`src/rtl/ufd_fifo_pkg.sv`:
```
// Shared constants and helpers for the sync_fifo_dp FIFO: default geometry,
// error-flag bit positions and the level-width helper.
package ufd_fifo_pkg;

    localparam int UFD_ASIZE = 3;
    localparam int UFD_DSIZE = 8;

    // Bit positions inside the sticky error vector
    localparam int ERR_OVF = 0;
    localparam int ERR_UDF = 1;
    localparam int ERR_W   = 2;

    function automatic int clog2(input int value);
        int result;
        int v;
        result = 0;
        v      = value - 1;
        while (v > 0) begin
            result = result + 1;
            v      = v >> 1;
        end
        return result;
    endfunction

endpackage

```
`src/rtl/fifo_ram.sv`:
```
// Dual-port storage for sync_fifo_dp: synchronous write, asynchronous read.
// The array carries no reset so it maps onto distributed RAM.
module fifo_ram #(
    parameter int ASIZE = 3,
    parameter int DSIZE = 8
) (
    input  logic             i_clk,
    input  logic             i_we,
    input  logic [ASIZE-1:0] i_waddr,
    input  logic [DSIZE-1:0] i_wdata,
    input  logic [ASIZE-1:0] i_raddr,
    output logic [DSIZE-1:0] o_rdata
);

    logic [DSIZE-1:0] mem [0:(1<<ASIZE)-1];

    always_ff @(posedge i_clk) begin
        if (i_we) begin
            mem[i_waddr] <= i_wdata;
        end
    end

    assign o_rdata = mem[i_raddr];

endmodule

```
`src/rtl/sync_fifo_dp.sv`:
```
// Single-clock FIFO with level counter, almost-full/empty and sticky error flags.
// Define FIFO_FWFT_EN for first-word-fall-through output; default is registered output.
module sync_fifo_dp
    import ufd_fifo_pkg::*;
#(
    parameter int ASIZE     = UFD_ASIZE,
    parameter int DSIZE     = UFD_DSIZE,
    parameter int AFULL_TH  = 6,
    parameter int AEMPTY_TH = 1
) (
    input  logic             i_clk,
    input  logic             i_rst_n,
    input  logic             i_flush,
    input  logic             i_we,
    input  logic [DSIZE-1:0] i_data,
    input  logic             i_re,
    output logic [DSIZE-1:0] o_data,
    output logic             o_rvalid,
    output logic             o_full,
    output logic             o_empty,
    output logic             o_afull,
    output logic             o_aempty,
    output logic [ASIZE:0]   o_level,
    output logic             o_ovf,
    output logic             o_udf,
    input  logic             i_clr_err
);

    localparam int DEPTH = 1 << ASIZE;
    localparam int LVL_W = clog2(DEPTH + 1);

    localparam logic [LVL_W-1:0] DEPTH_LV  = LVL_W'(DEPTH);
    localparam logic [LVL_W-1:0] AFULL_LV  = LVL_W'(AFULL_TH);
    localparam logic [LVL_W-1:0] AEMPTY_LV = LVL_W'(AEMPTY_TH);

    logic [ASIZE-1:0]  wptr_reg, wptr_next;
    logic [ASIZE-1:0]  rptr_reg, rptr_next;
    logic [LVL_W-1:0]  level_reg, level_next;
    logic [ERR_W-1:0]  err_reg, err_next;
    logic              wr_ok, rd_ok;
    logic              wr_fire, rd_fire;
    logic [DSIZE-1:0]  ram_rdata;

    // A pop frees a slot in the same cycle, so a full FIFO still takes a write alongside it
    assign rd_ok   = i_re & ~o_empty;
    assign wr_ok   = i_we & (~o_full | rd_ok);
    assign wr_fire = wr_ok & ~i_flush;
    assign rd_fire = rd_ok & ~i_flush;

    fifo_ram #(
        .ASIZE (ASIZE),
        .DSIZE (DSIZE)
    ) u_ram (
        .i_clk   (i_clk),
        .i_we    (wr_fire),
        .i_waddr (wptr_reg),
        .i_wdata (i_data),
        .i_raddr (rptr_reg),
        .o_rdata (ram_rdata)
    );

    always_comb begin
        wptr_next  = wptr_reg;
        rptr_next  = rptr_reg;
        level_next = level_reg;
        if (i_flush) begin
            wptr_next  = '0;
            rptr_next  = '0;
            level_next = '0;
        end else begin
            if (wr_fire) wptr_next = wptr_reg + ASIZE'(1);
            if (rd_fire) rptr_next = rptr_reg + ASIZE'(1);
            case ({wr_fire, rd_fire})
                2'b10:   level_next = level_reg + LVL_W'(1);
                2'b01:   level_next = level_reg - LVL_W'(1);
                default: level_next = level_reg;
            endcase
        end
    end

    // Setting an error outranks clearing it in the same cycle
    always_comb begin
        err_next = err_reg;
        if (i_clr_err) err_next = '0;
        if (i_we & ~wr_ok) err_next[ERR_OVF] = 1'b1;
        if (i_re & ~rd_ok) err_next[ERR_UDF] = 1'b1;
    end

    always_ff @(posedge i_clk or negedge i_rst_n) begin
        if (!i_rst_n) begin
            wptr_reg  <= '0;
            rptr_reg  <= '0;
            level_reg <= '0;
            err_reg   <= '0;
        end else begin
            wptr_reg  <= wptr_next;
            rptr_reg  <= rptr_next;
            level_reg <= level_next;
            err_reg   <= err_next;
        end
    end

    assign o_level  = level_reg;
    assign o_full   = (level_reg == DEPTH_LV);
    assign o_empty  = (level_reg == '0);
    assign o_afull  = (level_reg >= AFULL_LV);
    assign o_aempty = (level_reg <= AEMPTY_LV);
    assign o_ovf    = err_reg[ERR_OVF];
    assign o_udf    = err_reg[ERR_UDF];

`ifdef FIFO_FWFT_EN
    // Head word is shown directly; masked while empty so stale RAM never leaks out
    assign o_data   = o_empty ? '0 : ram_rdata;
    assign o_rvalid = ~o_empty;
`else
    logic [DSIZE-1:0] data_reg;
    logic             rvalid_reg;

    always_ff @(posedge i_clk or negedge i_rst_n) begin
        if (!i_rst_n) begin
            data_reg   <= '0;
            rvalid_reg <= 1'b0;
        end else begin
            rvalid_reg <= rd_fire;
            if (rd_fire) data_reg <= ram_rdata;
        end
    end

    assign o_data   = data_reg;
    assign o_rvalid = rvalid_reg;
`endif

endmodule
```
`config.mk`:
```
export PLATFORM = sky130hd
export DESIGN_NAME = sync_fifo_dp
export DESIGN_NICKNAME = d
export VERILOG_FILES = /design/src/rtl/ufd_fifo_pkg.sv /design/src/rtl/fifo_ram.sv /design/src/rtl/sync_fifo_dp.sv
export SDC_FILE = /design/constraint.sdc
export NUM_CORES = 1
export LEC_CHECK = 0
export CAP_MARGIN = 20
export CORE_MARGIN = 2
export CORE_UTILIZATION = 37
export DETAILED_ROUTE_END_ITERATION = 8
export PLACE_DENSITY = 0.65
export SETUP_SLACK_MARGIN = 0.2
export SYNTH_ARGS = -nofsm -noshare
export SYNTH_HDL_FRONTEND = slang
export SYNTH_SLANG_ARGS = --single-unit
```
`constraint.sdc`:
```
create_clock -name i_clk -period 6.8 [get_ports i_clk]
set_input_delay 1.36 -clock i_clk [delete_from_list [all_inputs] [get_ports i_clk]]
set_output_delay 1.36 -clock i_clk [all_outputs]
set_load 0.01 [all_outputs]
```
==> results of run 1 <==
[worst max-delay path, stage by stage, from the launching register on]
cell,delay (ns)
dfrtp_1,0.49
inv_1,0.13
ha_1,0.34
nand3b_1,0.28
inv_1,0.11
clkdlybuf4s50_1,0.53
[power by group through the flow]
stage / Sequential (W) / Combinational (W) / Clock [W]
4_1_cts: 0.000644 / 0.000239 / 0.000326
2_1_floorplan: 0.000648 / 0.000132 / 0
6_report: 0.000639 / 0.000246 / 0.000316
3_3_place_gp: 0.000653 / 0.000235 / 0
5_1_grt: 0.000644 / 0.000275 / 0.000348
3_5_place_dp: 0.000656 / 0.000238 / 0
[path summary, 6_finish.rpt]
kind	start	to	slack, ns	cells past startpoint
worst max-delay path	o_level[0]$_DFFE_PN0P_	o_full	3.20	5
worst min register to register	o_data[7]$_DFFE_PN0P_	o_data[7]$_DFFE_PN0P_	0.48	2
worst max register to register	o_level[0]$_DFFE_PN0P_	u_ram.mem[0][5]$_DFFE_PP_	4.04	5
max in group asynchronous	i_rst_n	o_data[6]$_DFFE_PN0P_	4.69	1
min in group asynchronous	i_rst_n	o_level[1]$_DFFE_PN0P_	1.53	1
worst min-delay path	o_data[7]$_DFFE_PN0P_	o_data[7]$_DFFE_PN0P_	0.48	2
[synthesized netlist by cell type, types with 2 or more instances]
library cell  number  area [um^2]
a21oi_1            5         25.0
a31oi_1            2         12.5
buf_2              3         15.0
buf_4              2         15.0
buf_6              2         22.5
clkbuf_1           2         7.51
dfrtp_1           21          526
edfxtp_1          64         1920
ha_1               6         75.1
inv_1              8         30.0
mux2i_1           10          100
mux4_2            16          360
nand2_1           12         45.0
nand2b_1           2         12.5
nand3_1            2         10.0
nand3b_1           2         15.0
nor2_1            14         52.6
nor2b_1            2         12.5
nor3_1             7         35.0
o211ai_1           3         22.5
o21ai_0            9         45.0
o21ai_1            3         15.0
o31ai_1            2         15.0
xor2_1             5         43.8
[kinds of logic after synthesis]
group	count (synthesis)
AO/OA/AOI/OAI	30
XOR/XNOR	5
adder cells (fa/ha/maj)	6
buffers and inverters	20
flip-flops	85
multiplexers	26
AND/OR/NAND/NOR	49
[per-layer routing]
| metal | vias to the layer above | part of all wire, % | global-route usage, % |
|---|---|---|---|
| met2 | 50 | 47 | 21.0 |
| met3 | 10 | 4.6 | 4.17 |
| li1 | 926 | - | - |
| met5 | - | 0 | 0 |
| met1 | 987 | 46 | 19.3 |
| met4 | 0 | 2.1 | 5.85 |
[per-stage QoR]
stage | util, % | power, W | instance area (um^2) | hold slack [ns] | setup WS, ns
after global placement | 42.9 | 0.000888 | 4000 | 0.460 | 2.98
after CTS | 44.8 | 0.00121 | 4180 | 0.489 | 3.20
final | 45.2 | 0.00120 | 4210 | 0.480 | 3.20
after detailed placement | 42.9 | 0.000894 | 4000 | 0.470 | 2.93
after global routing | 45.2 | 0.00127 | 4210 | 0.531 | 3.03
after floorplan | - | 0.000780 | 3580 | 0.514 | 3.73
[final cells by class]
cell class | instances | area, um^2
flip-flops and latches | 85 | 2450
clock inverters | 6 | 48.8
well taps | 129 | 161
multi-input cells | 116 | 1030
repair buffers | 37 | 373
fillers | 833 | 5110
inverters | 8 | 30.0
clock buffers | 9 | 124
==> reports/metrics.csv, run 1 <==
metric,value,unit
routed-via-count,1973,
synthAdderAreaFrac,2.10,%
number_of_standard_cells_after_synthesis,221,
worst-setup-path-type,reg2out,
overall_fraction_of_global_route_tracks_in_use,14.1,%
layout_common_cells,"64 x edfxtp_1, 32 x clkdlybuf4s50_1, 21 x dfrtp_1",
max_freq,278,MHz
grt_start_max_net_pins,22,
synth-edff-count,64,
root_buffer,clkbuf_8,
clock_power_share,26.3,%
synth-compound-area-share,5.35,%
grt_pass1_vias,1909,
crit_required,5.44,ns
clockBufferDepth,2,
drt_first_pass_iters,4,
post_synthesis_mux_area_share,12.9,%
postCtsHoldBufs,0,
intPower,0.000867,W
synth_xor_xnor_area_share,1.22,%
initial_utilization,38.4,%
max-cap-violations,0,
place_inst,372,
synth_async_sr_flop_share,24.7,%
finalCriticalPeriod,3.60,ns
portBuffers,32,
cp_max_fo,8,
hold_viol,0,
sw_ratio,27.8,%
finalMaxSlewViolations,0,
total_nets_after_synthesis,241,
rsz_0062_raised_after_global_routing,false,
fp.dieArea,10500,um^2
status,finished clean,
tritoncts,built,
synth_top_flop_cell,edfxtp_1,
postSynthRegisterBits,85,
drt-wirelength-per-cell,17.0,um
routed_wl,6.63,mm
post_synth_num_cell_types,41,
dp_hpwl,4.34,mm
cts_made_buffers,9,
cellLeakagePower,1.46,nW
yosys.area_share.simple,7.03,%
cts_resized,0,
timing_worst_slew_pin_value,1.02,ns
finalSetupViolCount,0,
switchingPower,0.000333,W
synth_top_family_by_area,multiplexers,
remaining_antenna_violation_count,0,
layout-area-overhead-vs-synth,17.7,%
clock-sinks,85,
floorplan.die.height,102,um
finish.cell_count_without_fillers,390,
antenna_found_initial,0,
post_synth.cell_area_avg,16.2,um^2
clkTransAtPathRegs,0.08,ns
fin_clk_skew,0.00847,ns
dieWidth,102,um
cp.arrival,2.24,ns
synth_warnings,0,
layout.cells.most_common,edfxtp_1,
antenna_cells_inserted,0,
finalNetCount,277,
seqPwrFrac,53.2,%
gr-total-overflow,0,
setup_total_negative_slack,0,ns
rows,35,
clk-insertion-delay-late,0.35,ns
wire_length_of_the_first_global_routing_pass,10.5,mm
post_synth_instance_area,3580,um^2
drt-vias-per-instance,5.06,
end_kind,primary output,
vdd_ir_drop_max,0.108,mV
worst_setup_path_start_kind,flip-flop,
gp_congestion,0.753,
share_comb_of_total_power,20.5,%
largest_reg_flops,64,
seq_area_frac_synth,68.4,%
htree_num_levels,3,
timing.final.crit_share,52.9,%
final_layout_size_suffix_gt1_share,15.7,%
max_slew_margin,31.6,%
drt_iter0_drc,88,
setup_buffers_after_cts,0,
i_o_pins,33,
coreArea,9330,um^2
drc,0,
hold_path.class,reg2reg,
registers.top_by_ff_count,u_ram.mem,
power-per-cell-area,285,nW/um^2
No activity file was read; power rests on OpenSTA's default activity.
==> inputs of run 2 (changes only) <==
Clock period 6.8 ns to 3.4 ns, I/O delays scaled along.
==> run 2 against run 1 <==
Effect of this change: design area rose by 1.1%; first-iteration DRC count fell by 24%; flip-flop and latch count did not move; core utilization rose by 0.51 points; register-to-register slack got worse by 3.0 ns; critical path depth did not move; clock-buffer cell count rose by 1; via count fell by 0.66%; final cell count rose by 1.5%; hold slack improved by 0.0028 ns; power rose by 110%.
==> reports/metrics.csv, run 2 (synthesis gave the netlist of run 1 again) <==
metric,value,unit,change
status,finished clean,,unchanged
drt_iter0_drc,67,,was 88
finalMaxSlewViolations,0,,unchanged
hold_path.class,reg2reg,,unchanged
coreArea,9330,um^2,unchanged
dp_hpwl,4.17,mm,was 4.34 mm
end_kind,primary output,,unchanged
remaining_antenna_violation_count,0,,unchanged
registers.top_by_ff_count,u_ram.mem,,unchanged
layout.cells.most_common,edfxtp_1,,unchanged
worst-setup-path-type,reg2out,,unchanged
vdd_ir_drop_max,0.249,mV,was 0.108 mV
post-route-worst-setup-slack,0.523,ns,was 3.20 ns
drc,0,,unchanged
drt-vias-per-instance,4.95,,was 5.06
htree_num_levels,3,,unchanged
final_util,45.7,%,was 45.2%
grt_start_max_net_pins,22,,unchanged
fin_worst_hold_slack,0.483,ns,was 0.480 ns
finalSetupViolCount,0,,unchanged
i_o_pins,33,,unchanged
drt-wirelength-per-cell,16.1,um,was 17.0 um
fp.dieArea,10500,um^2,unchanged
timing_worst_slew_pin_value,0.942,ns,was 1.02 ns
max_slew_margin,37.0,%,was 31.6%
crit_required,2.72,ns,was 5.44 ns
cellLeakagePower,1.50,nW,was 1.46 nW
gp_congestion,0.758,,was 0.753
root_buffer,clkbuf_8,,unchanged
num-fill-cells,798,,was 833
drt_first_pass_iters,6,,was 4
layout_common_cells,"64 x edfxtp_1, 32 x clkdlybuf4s50_1, 21 x dfrtp_1",,unchanged
antenna_found_initial,0,,unchanged
max_freq,348,MHz,
cp_max_fo,8,,unchanged
rows,35,,unchanged
timing.final.crit_share,84.6,%,
power-per-cell-area,578,nW/um^2,was 285 nW/um^2
clk-insertion-delay-late,0.35,ns,about the same
layout-area-overhead-vs-synth,19.0,%,was 17.7%
clockBufferDepth,2,,unchanged
routed_wl,6.38,mm,was 6.63 mm
finalCriticalPeriod,2.88,ns,
final_layout_size_suffix_gt1_share,17.6,%,was 15.7%
antenna_cells_inserted,0,,unchanged
setup_buffers_after_cts,0,,unchanged
worst_setup_path_start_kind,flip-flop,,unchanged
portBuffers,32,,unchanged
postCtsHoldBufs,0,,unchanged
wire_length_of_the_first_global_routing_pass,10.4,mm,was 10.5 mm
routed-via-count,1960,,"was 1,973"
overall_fraction_of_global_route_tracks_in_use,13.7,%,was 14.1%
largest_reg_flops,64,,unchanged
hold_viol,0,,unchanged
finalNetCount,282,,was 277
cp.arrival,2.20,ns,was 2.24 ns
floorplan.die.height,102,um,unchanged
dieWidth,102,um,unchanged
grt_pass1_vias,1923,,"was 1,909"
initial_utilization,38.4,%,unchanged
clkTransAtPathRegs,0.08,ns,about the same
cts_resized,0,,unchanged
setup_total_negative_slack,0,ns,unchanged
rsz_0062_raised_after_global_routing,false,,unchanged
max-cap-violations,0,,unchanged
tritoncts,built,,unchanged
gr-total-overflow,0,,unchanged
cts_made_buffers,9,,unchanged
fin_clk_skew,0.00839,ns,was 0.00847 ns
pre_cts_ws,0.668,ns,was 2.93 ns
clock-sinks,85,,unchanged
## run 2: cell count changes in the layout (fill, tap and decap cells not counted), sizes merged
cell / previous run / this run
buf: 5 / 10
clkbuf: 9 / 10
bufinv: 0 / 1
clkinvlp: 1 / 0
## run 2: worst paths after layout
kind,start,endpoint,slack (ns),depth (start not counted)
min reg2reg,o_data[6]$_DFFE_PN0P_,o_data[6]$_DFFE_PN0P_,0.48,2
min,o_data[6]$_DFFE_PN0P_,o_data[6]$_DFFE_PN0P_,0.48,2
max in group asynchronous,i_rst_n,o_data[4]$_DFFE_PN0P_,1.97,1
max,o_level[0]$_DFFE_PN0P_,o_full,0.52,5
min in group asynchronous,i_rst_n,wptr_reg[2]$_DFFE_PN0P_,0.85,1
max reg2reg,o_level[0]$_DFFE_PN0P_,u_ram.mem[7][5]$_DFFE_PP_,1.01,5
## run 2: stage by stage
stage / std cells / total power (W) / instance area (um^2)
after floorplan: 221 / 0.00156 / 3580
after global placement: 380 / 0.00178 / 4060
after detailed placement: 380 / 0.00179 / 4060
after CTS: 396 / 0.00250 / 4260
after global routing: 396 / 0.00260 / 4260
final: 396 / 0.00246 / 4260
## run 2: critical path, cell delays in order, from the launching register on
cell,delay (ns)
dfrtp_1,0.47
inv_1,0.11
ha_1,0.34
nand3b_1,0.28
inv_1,0.12
clkdlybuf4s50_1,0.53
## run 2: metal layers
layer | track usage [%] | up-vias | share of wire, %
li1 | - | 929 | -
met1 | 18.8 | 975 | 48
met2 | 20.4 | 47 | 47
met3 | 4.24 | 9 | 4.1
met4 | 5.74 | 0 | 1.5
met5 | 0 | - | 0
## run 2: area by class of cell
| class | instances | area, um^2 | share of cell area (%) |
|---|---|---|---|
| tap | 129 | 161 | 3.79 |
| sequential | 85 | 2450 | 57.4 |
| multi-input combinational | 116 | 1030 | 24.1 |
| inverter | 8 | 30.0 | 0.705 |
| timing repair buffer | 42 | 395 | 9.28 |
| clock buffer | 10 | 128 | 3.00 |
| clock inverter | 6 | 70.1 | 1.64 |
## run 2: report_power, final
| part | switching (W) | internal, W |
|---|---|---|
| clock network | 0.000357 | 0.000346 |
| registers | 0.0000709 | 0.00120 |
| logic | 0.000225 | 0.000265 |
| total | 0.000654 | 0.00181 |
